`src/rtl/dclk_rx.sv`:
```
// dclk_rx: single-wire flit link receiver. Deserialises one start-bit framed
// word (LSB first) into a 2-entry output buffer. It drives registered
// back-pressure to the transmitter and a sticky overrun flag.

`ifndef HDR_SZ
`define HDR_SZ 4
`endif
`ifndef PL_SZ
`define PL_SZ 8
`endif
`ifndef ADDR_SZ
`define ADDR_SZ 4
`endif

module dclk_rx #(
  parameter string port = "unknown"
) (
  input  logic                                  clk,
  input  logic                                  reset,
  input  logic                                  serial_in,
  output logic [`HDR_SZ+`PL_SZ+`ADDR_SZ-1:0]    parallel_out,
  output logic                                  valid,
  input  logic                                  ack,
  output logic                                  channel_busy,
  output logic                                  overrun,
  output logic                                  rx_active
);

  localparam int W   = `HDR_SZ + `PL_SZ + `ADDR_SZ;
  localparam int BCW = (W > 1) ? $clog2(W) : 1;
  localparam logic [BCW-1:0] LAST_BIT = BCW'(W - 1);

  typedef enum logic {IDLE, SHIFT} state_t;

  state_t         state_q, state_d;
  logic [BCW-1:0] bitcnt_q;
  logic [W-1:0]   shreg_q;
  logic [W-1:0]   word_in;
  logic           push;
  logic           pop;
  logic [1:0]     count_q;
  logic [W-1:0]   mem0_q, mem1_q;
  logic           overrun_q;
  logic           busy_q;

  // The final data bit is still on the wire when the word is pushed.
  assign word_in = {serial_in, shreg_q[W-1:1]};
  assign pop     = ack & (count_q != 2'd0);

  // Frame state register
  always_ff @(posedge clk or negedge reset) begin
    if (!reset) state_q <= IDLE;
    else        state_q <= state_d;
  end

  // Next-state: wait for a start bit, then count W data bits and push
  always_comb begin
    state_d = state_q;
    push    = 1'b0;
    case (state_q)
      IDLE: begin
        if (serial_in) state_d = SHIFT;
      end
      SHIFT: begin
        if (bitcnt_q == LAST_BIT) begin
          push    = 1'b1;
          state_d = IDLE;
        end
      end
      default: state_d = IDLE;
    endcase
  end

  // Bit counter and right-shifting deserialiser
  always_ff @(posedge clk or negedge reset) begin
    if (!reset) begin
      bitcnt_q <= '0;
      shreg_q  <= '0;
    end else if (state_q == SHIFT) begin
      shreg_q  <= word_in;
      bitcnt_q <= push ? '0 : bitcnt_q + 1'b1;
    end else begin
      bitcnt_q <= '0;
    end
  end

  // Two-entry buffer; a push into a full buffer without a pop is dropped
  always_ff @(posedge clk or negedge reset) begin
    if (!reset) begin
      count_q   <= 2'd0;
      mem0_q    <= '0;
      mem1_q    <= '0;
      overrun_q <= 1'b0;
    end else begin
      if (push && pop) begin
        if (count_q == 2'd1) begin
          mem0_q <= word_in;
        end else begin
          mem0_q <= mem1_q;
          mem1_q <= word_in;
        end
      end else if (push) begin
        case (count_q)
          2'd0: begin
            mem0_q  <= word_in;
            count_q <= 2'd1;
          end
          2'd1: begin
            mem1_q  <= word_in;
            count_q <= 2'd2;
          end
          default: overrun_q <= 1'b1;
        endcase
      end else if (pop) begin
        mem0_q  <= mem1_q;
        count_q <= count_q - 2'd1;
      end
    end
  end

  // Registered back-pressure; overrun holds the link blocked until reset
  always_ff @(posedge clk or negedge reset) begin
    if (!reset) busy_q <= 1'b0;
    else        busy_q <= (count_q != 2'd0) | overrun_q;
  end

  assign parallel_out = mem0_q;
  assign valid        = (count_q != 2'd0);
  assign channel_busy = busy_q;
  assign overrun      = overrun_q;
  assign rx_active    = (state_q == SHIFT);

endmodule

```
`config.mk`:
```
export PLATFORM = sky130hd
export DESIGN_NAME = dclk_rx
export DESIGN_NICKNAME = d
export VERILOG_FILES = /design/src/rtl/dclk_rx.sv
export SDC_FILE = /design/constraint.sdc
export NUM_CORES = 1
export LEC_CHECK = 0
export CORE_UTILIZATION = 35
export CTS_CLUSTER_DIAMETER = 60
export DETAILED_ROUTE_END_ITERATION = 16
export PLACE_DENSITY_LB_ADDON = 0.1
export SETUP_SLACK_MARGIN = 0.1
export SYNTH_ARGS = -nofsm -noshare
export SYNTH_HDL_FRONTEND = slang
export SYNTH_SLANG_ARGS = --single-unit
```
`constraint.sdc`:
```
create_clock -name clk -period 1.8 [get_ports clk]
set_input_delay 0.27 -clock clk [delete_from_list [all_inputs] [get_ports clk]]
set_output_delay 0.27 -clock clk [all_outputs]
set_load 0.005 [all_outputs]
```
==> results of run 1 <==
[layer usage]
layer	track usage, %	up-vias	wire [µm]
li1	-	697	-
met1	19.8	761	2340
met2	23.4	20	2470
met3	3.34	5	137
met4	4.70	0	48
met5	0	-	0
[stage by stage]
stage	hold WS, ps	setup TNS (ps)
final	490	0
after CTS	487	0
after detailed placement	295	-24.6
after global routing	511	0
after global placement	288	0
after floorplan	-25.6	0
[cells in the mapped netlist (2+ instances only)]
cell       n
or3_1     17
a22oi_1    2
and3_1     2
o221a_2   14
a21oi_1    2
dfrtp_1   56
inv_1      3
mux2_1    10
nand2_1    4
buf_6      3
ha_1       3
clkbuf_1   4
nand3_1    2
o221a_1    4
nor2_1     3
mux2_2    21
[critical path: stages, from the launching register on]
cell,delay (ps)
dfrtp_1,420
buf_4,160
ha_4,180
xnor2_2,150
nor2_4,150
clkbuf_16,190
mux2_1,320
[registers in the layout, indices dropped and copies added, names as in the netlist]
register / flops
parallel_out: 16
bitcnt_q: 4
rx_active: 1
mem1_q: 16
shreg_q: 15
overrun: 1
channel_busy: 1
count_q: 2
[layout make-up]
type / instances / area, µm²
repair buffers: 42 / 449
well taps: 77 / 96.3
fillers: 553 / 3370
clock buffers: 6 / 72.6
multi-input cells: 97 / 978
flip-flops and latches: 56 / 1400
inverters: 3 / 13.8
clock inverters: 2 / 35.0
[worst paths after layout]
| kind | start | end | depth (start not counted) |
|---|---|---|---|
| min | reset | parallel_out[10] | 3 |
| max reg2reg | count_q[0] | mem1_q[6] | 6 |
| max in group asynchronous | reset | rx_active | 3 |
| max | count_q[0] | mem1_q[6] | 6 |
| min reg2reg | mem1_q[12] | mem1_q[12] | 1 |
| min in group clk | mem1_q[12] | mem1_q[12] | 1 |
[kinds of logic (layout without fill, tap and decap cells)]
group | after synthesis | after routing | share of synthesized area, %
flops | 56 | 56 | 59.2
mux | 31 | 31 | 14.7
simple gates | 36 | 36 | 9.88
fa+ha+maj | 3 | 3 | 1.59
buf+inv | 11 | 53 | 2.85
compound gates | 25 | 25 | 11.0
xor+xnor | 2 | 2 | 0.740
[timing repair]
item / in CTS / in global routing
buffers inserted: 2 / 5
endpoints found under the setup margin: 35 / 34
resized for setup: 7 / 14
hold buffers: 1 / 0
pin swaps: 0 / 3
hold endpoints to repair: 56 / 0
cloned: 0 / 1
[power groups by stage]
stage	clock network, mW	registers [mW]	logic, mW
6_report	0.822	2.33	2.30
5_1_grt	0.897	2.41	2.49
2_1_floorplan	0	2.23	1.19
3_3_place_gp	0	2.30	1.96
3_5_place_dp	0	2.33	2.01
4_1_cts	0.845	2.31	2.11
==> flow_summary.toml, run 1 <==
[floorplan]
rows = 29
pin_count = 24
die_x_um = 84.2
dieHeight_um = 84.2
design.core.area_um2 = 6420
initial_core_util_pct = 36.9
dieArea_um2 = 7100

[placement]
placed_area_um2 = 2770
gp_congestion = 0.800
dp_hpwl_mm = 2.85
numPortBuffers = 23
dpl_worst_slack_ps = -7.65
post-place-cells = 266

[detailed_routing]
via_per_inst = 5.24
ant_nets = 0
drc = 4
wl_per_cell_um = 17.7
first_pass_iters = 10
drtIter0Drc = 87
vias = 1483
totalWireLength_mm = 5.00

[global_route]
grt_max_degree = 57
track_usage_pct = 14.6
grt_pass1_wl_mm = 8.10
grt_pass1_vias = 1562
antenna_found_initial = 0
grt.overflow.total = 0

[clock_tree]
cts_buffer_depth = 2
insertion_delay_ps = 310
clkTransAtPathRegs_ps = 100
clkSinkCount = 56
numCtsBuffers = 5
htreeDepth = 2
cts_tree = "built"
root_buffer = "clkbuf_8"

[synth]
yosysUniqueCellTypes = 30
syn_area_per_cell_um2 = 14.4
ys.flop_type = "dfrtp_1"
ys_seq_area_share_pct = 59.2
synth.area.top_cells = "dfrtp_1, mux2_2, o221a_2"
yosysTopAreaCell = "dfrtp_1"
synth_edf_count = 0
yosys.area.top_type_share_pct = 59.2
synth_seq_cells = 56
ys_async_sr_fraction_pct = 100
yosysWarnings = 0
synthCells = 164
syn_area_um2 = 2370
syn_nets = 171

[power]
swShare_pct = 31.8
p_clk_share_pct = 15.1
p_switching_mw = 1.73
combPwrFrac_pct = 42.1
seq_power_share_pct = 42.8
powerDensity_nw_per_um2 = 1790
power.total_mw = 5.45
p_int_mw = 3.72
peakVddDrop_mv = 0.607
p_leak_nw = 1.29

[sta]
finClkSkew_ps = 8.84
fin_crit_sh_pct = 93.6
final_max_slew_viol_count = 0
report.final.hold_viol_count = 0
tightestPinTransition_ps = 293
rsz0062_at_grt = "true"
max_freq_mhz = 593
finalCriticalPeriod_ps = 1690
setup_viol = 0
maxSlewHeadroom_pct = 80.5
fin_ws_ps = 115

[finish]
syn_to_final_growth_pct = 28.8
final_cell_mix = "dfrtp_1, clkdlybuf4s50_1, or3_1, mux2_2, o221a_2"
drive_gt1_share_pct = 37.4
utilization_pct = 47.5
postLayoutCellArea_um2 = 3050
fin_cells = 283
diodes = 0
layout_commonest_cell = "dfrtp_1"
final_nets = 212

[status]
violations = "DRC"
status = "finished, violations left"

[critical_path]
arrival_ps = 1880
critPathMaxFanout = 8
cp-start-kind = "flip-flop"
endpoint_kind = "flip-flop"
required_ps = 1990
r2r_slack_ps = 110
critPathKind = "flip-flop to flip-flop"

[worst_hold_path]
hold_class = "input pin to asynchronous set/reset pin"

[run]
cap_violations = 0
(Power assumes the default switching activity.)
==> run 2, diff against run 1 <==
GPL_TIMING_DRIVEN = 0   (was not set)
==> run 2 against run 1 <==
Effect of this change: the run still ends with DRC left; combinational power barely moved; utilization fell by 0.14 points; wire length rose by 1.3%; via count rose by 4.1%; first-iteration DRC count fell by 5.7%; hold slack got worse by 31 ps; global-route usage rose by 0.53 points; clock power fell by 12%; largest cell class unchanged; largest power group unchanged.
==> flow_summary.toml, run 2 (synthesis results as in run 1) <==
[status]
status = "finished, violations left"
violations = "DRC"

[finish]
fin_cells = 287
layout_commonest_cell = "dfrtp_1"
drive_gt1_share_pct = 41.9
final_cell_mix = "dfrtp_1, mux2_2, clkdlybuf4s50_1, or3_1, o221a_2"
utilization_pct = 47.3
final_nets = 216
fillCellCount = 555
diodes = 0
syn_to_final_growth_pct = 28.4

[critical_path]
slowest_stage = "dfrtp_2"
critical_path.cell_chain = "inv_2, ha_4, nor2b_4, xnor2_2, nor2_4, buf_6, buf_16, mux2_4"
critPathKind = "flip-flop to flip-flop"
r2r_slack_ps = 50
endpoint_kind = "flip-flop"
path_buf_inv = 3
critPathMaxFanout = 5
ff2ff_path_depth = 8
cp_top_family = "flip-flops"
arrival_ps = 1950
critPathMaxStageDelay_ps = 430
required_ps = 2000
cp.depth = 8
cp-start-kind = "flip-flop"

[floorplan]
design.core.area_um2 = 6420
die_x_um = 84.2
dieArea_um2 = 7100
dieHeight_um = 84.2
initial_core_util_pct = 36.9
pin_count = 24
rows = 29

[sta]
max_freq_mhz = 570
rsz0062_at_grt = "true"
fin_crit_sh_pct = 97.4
tightestPinTransition_ps = 613
finClkSkew_ps = 12.9
setup_viol = 0
maxSlewHeadroom_pct = 59.2
fin_setup_tns_ps = 0
finalCriticalPeriod_ps = 1750
report.final.hold_viol_count = 0
final_max_slew_viol_count = 0
whs_ps = 458

[placement]
post-place-cells = 265
dp_hpwl_mm = 3.18
numPortBuffers = 23
gp_congestion = 0.694

[global_route]
antenna_found_initial = 0
track_usage_pct = 15.2
grt_max_degree = 36
grt.overflow.total = 0
grt_pass1_vias = 1607
grt_pass1_wl_mm = 8.36

[detailed_routing]
via_per_inst = 5.38
ant_nets = 0
totalWireLength_mm = 5.06
wl_per_cell_um = 17.6
first_pass_iters = 10
vias = 1544
drtIter0Drc = 82
drc = 4

[clock_tree]
cts_buffer_depth = 2
numCtsBuffers = 5
cts_tree = "built"
htreeDepth = 2
insertion_delay_ps = 310
clkTransAtPathRegs_ps = 110
clkSinkCount = 56
root_buffer = "clkbuf_8"

[power]
powerDensity_nw_per_um2 = 1760
p_leak_nw = 1.28
peakVddDrop_mv = 0.718

[run]
cap_violations = 0

[worst_hold_path]
hold_class = "input pin to asynchronous set/reset pin"
==> run 2: through the flow <==
| step | worst slack (ps) | power [mW] | instance area [µm²] |
|---|---|---|---|
| global placement | -1170 | 4.15 | 2700 |
| global route | -17.4 | 5.71 | 3040 |
| finish | 46.6 | 5.36 | 3040 |
| floorplan | 112 | 3.41 | 2370 |
| CTS | 57.6 | 5.21 | 2960 |
| detailed placement | -254 | 4.26 | 2710 |
==> run 2: path summary, 6_finish.rpt <==
kind                             from                to
max                        count_q[0]         mem1_q[9]
min                             reset  parallel_out[13]
max reg2reg                count_q[0]         mem1_q[9]
min reg2reg                   overrun           overrun
max in group asynchronous       reset        shreg_q[5]
min in group clk              overrun           overrun
==> run 2: final cells by class <==
type	instances	area, µm²	share of cell area [%]
flip-flops and latches	56	1400	46.2
multi-input cells	97	991	32.6
repair buffers	38	379	12.5
well taps	77	96.3	3.17
clock buffers	7	86.3	2.84
plain buffers	8	62.6	2.06
inverters	3	13.8	0.453
clock inverters	1	7.51	0.247
==> run 2: repair_timing <==
| item | CTS | global route |
|---|---|---|
| resized for setup | 14 | 17 |
| pin swaps | 3 | 2 |
| hold endpoints to repair | 21 | 0 |
| buffers inserted | 10 | 2 |
| setup endpoints to repair | 29 | 33 |
| hold buffers | 1 | 0 |
| gates cloned | 1 | 0 |
==> run 2: where the power goes <==
group | internal (mW) | switching (mW)
Clock | 0.314 | 0.410
Combinational | 1.43 | 0.872
Sequential | 1.87 | 0.460
==> run 2: routing by layer <==
metal	GRT usage [%]	vias up	routed length, µm
li1	-	707	-
met1	20.6	800	2420
met2	24.8	30	2440
met3	2.65	7	154
met4	4.70	0	54
met5	0	-	0
==> run 3, diff against run 2 <==
CORE_UTILIZATION = 50   (was 35)
==> run 3 against run 2 <==
Effect of this change: the flow now finishes without violations; count of clock-buffer cells in the layout unchanged; final area down 0.37%; global-route usage up 5.2 points; combinational power up 4%; clock power down 2.8%; die area down 29%; sequential power about the same; clock skew down 8.3 ps; cell count down 8.7%; via count up 1.9%; power up 1.5%; critical endpoint unchanged; largest cell class unchanged; largest power group is now combinational logic.
==> flow_summary.toml, run 3 (synthesis results as in run 1) <==
[critical_path]
endpoint_kind = "flip-flop"
r2r-end = "mem1_q[9]"
critPathMaxFanout = 5
arrival_ps = 1950
r2r_slack_ps = 40
critPathMaxStageDelay_ps = 410
path_buf_inv = 2
required_ps = 1990
r2r-start = "count_q[1]"
ff2ff_path_depth = 7
critPathKind = "flip-flop to flip-flop"
slowest_stage = "dfrtp_1"
critical_path.cell_chain = "inv_2, ha_4, nor2b_4, xnor2_2, nor2_4, clkbuf_16, mux2_4"
cp-start-kind = "flip-flop"
cp_top_family = "flip-flops"

[power]
powerDensity_nw_per_um2 = 1800
p_int_mw = 3.66
power.total_mw = 5.44
seq_power_share_pct = 42.9
p_switching_mw = 1.77
peakVddDrop_mv = 0.845
p_leak_nw = 1.29
p_clk_share_pct = 12.9
swShare_pct = 32.6
combPwrFrac_pct = 44.1

[sta]
rsz0062_at_grt = "true"
tightestPinTransition_ps = 602
finClkSkew_ps = 4.61
setup_viol = 0
max_freq_mhz = 570
finalCriticalPeriod_ps = 1760
final_max_slew_viol_count = 0
fin_setup_tns_ps = 0
report.final.hold_viol_count = 0
maxSlewHeadroom_pct = 59.8
fin_crit_sh_pct = 97.5

[detailed_routing]
vias = 1573
totalWireLength_mm = 5.02
maxUsedRoutingLayer = "met4"
first_pass_iters = 6
drtIter0Drc = 155
drc = 0
wl_per_cell_um = 19.1
via_per_inst = 6.00
wl_met2_mm = 2.51
drt-met1-wl_mm = 2.32
wl_met3_um = 166
ant_nets = 0

[clock_tree]
htreeDepth = 2
insertion_delay_ps = 300
numCtsBuffers = 5
clkSinkCount = 56
root_buffer = "clkbuf_8"
cts_tree = "built"
cts_buffer_depth = 2
clkTransAtPathRegs_ps = 100

[floorplan]
design.core.area_um2 = 4440
pin_count = 24
die_x_um = 70.8
initial_core_util_pct = 53.3
rows = 24
dieHeight_um = 70.8
dieArea_um2 = 5010

[finish]
drive_gt1_share_pct = 41.4
diodes = 0
syn_to_final_growth_pct = 27.9
final_cell_mix = "dfrtp_1, mux2_2, clkdlybuf4s50_1, or3_1, o221a_2"
final_nets = 216
fillCellCount = 313
layout_commonest_cell = "dfrtp_1"
postLayoutCellArea_um2 = 3030

[placement]
gp_congestion = 0.741
placed_area_um2 = 2680
dp_hpwl_mm = 3.04
numPortBuffers = 23

[global_route]
track_usage_pct = 20.3
antenna_found_initial = 0
grt.overflow.total = 0
grt_max_degree = 44
grt_pass1_vias = 1525
grt_pass1_wl_mm = 7.81

[worst_hold_path]
hold_class = "input pin to asynchronous set/reset pin"

[status]
status = "complete, no violations"

[run]
cap_violations = 0
[run 3: worst max-delay path by stage]
stage | start | endpoint | slack [ps] | depth (start not counted)
after floorplan | count_q[0] | mem1_q[10] | 110 | 7
after global placement | reset | mem1_q[4] | -1070 | 1
after detailed placement | ack | mem1_q[10] | -260 | 6
after CTS | bitcnt_q[0] | parallel_out[6] | 110 | 6
after global routing | count_q[1] | mem1_q[14] | 9 | 7
final | count_q[1] | mem1_q[9] | 40 | 7
[run 3: through the flow]
| stage | std cells | worst slack [ps] | utilization [%] | hold slack, ps |
|---|---|---|---|---|
| finish | 262 | 44.4 | 68.1 | 389 |
| global route | 262 | 8.59 | 68.1 | 407 |
| CTS | 255 | 106 | 64.5 | 396 |
| detailed placement | 240 | -262 | 60.3 | 186 |
| global placement | 239 | -1070 | 60.0 | 457 |
| floorplan | 164 | 112 | - | -25.6 |
[run 3: power groups by stage]
| stage | sequential, mW | combinational (mW) | clock (mW) |
|---|---|---|---|
| floorplan | 2.23 | 1.19 | 0 |
| global placement | 2.27 | 1.83 | 0 |
| detailed placement | 2.33 | 1.92 | 0 |
| CTS | 2.30 | 2.08 | 0.714 |
| global route | 2.41 | 2.58 | 0.770 |
| finish | 2.33 | 2.40 | 0.704 |
[run 3: timing repair]
action | in CTS | in global routing
endpoints found under the setup margin | 29 | 20
resized for setup | 13 | 19
pin swaps | 2 | 3
cloned | 0 | 1
hold buffers | 1 | 0
hold endpoints to repair | 13 | 0
buffers inserted | 6 | 6
[run 3: layout make-up]
class | instances | area, µm² | share of cell area (%)
buffer | 8 | 66.3 | 2.19
tap | 52 | 65.1 | 2.15
inverter | 3 | 13.8 | 0.455
multi-input combinational | 97 | 998 | 33.0
sequential | 56 | 1400 | 46.3
clock buffer | 7 | 86.3 | 2.85
timing repair buffer | 38 | 389 | 12.9
clock inverter | 1 | 7.51 | 0.248
[run 3: routing by layer]
| layer | up-vias | track usage (%) |
|---|---|---|
| met1 | 830 | 29.2 |
| met2 | 38 | 31.9 |
| met5 | - | 0 |
| li1 | 703 | - |
| met3 | 2 | 4.56 |
| met4 | 0 | 4.89 |
[run 3: worst register-to-register path: stages, from the launching register on]
cell,delay [ps]
dfrtp_1,410
inv_2,110
ha_4,190
nor2b_4,60
xnor2_2,160
nor2_4,220
clkbuf_16,200
mux2_4,300
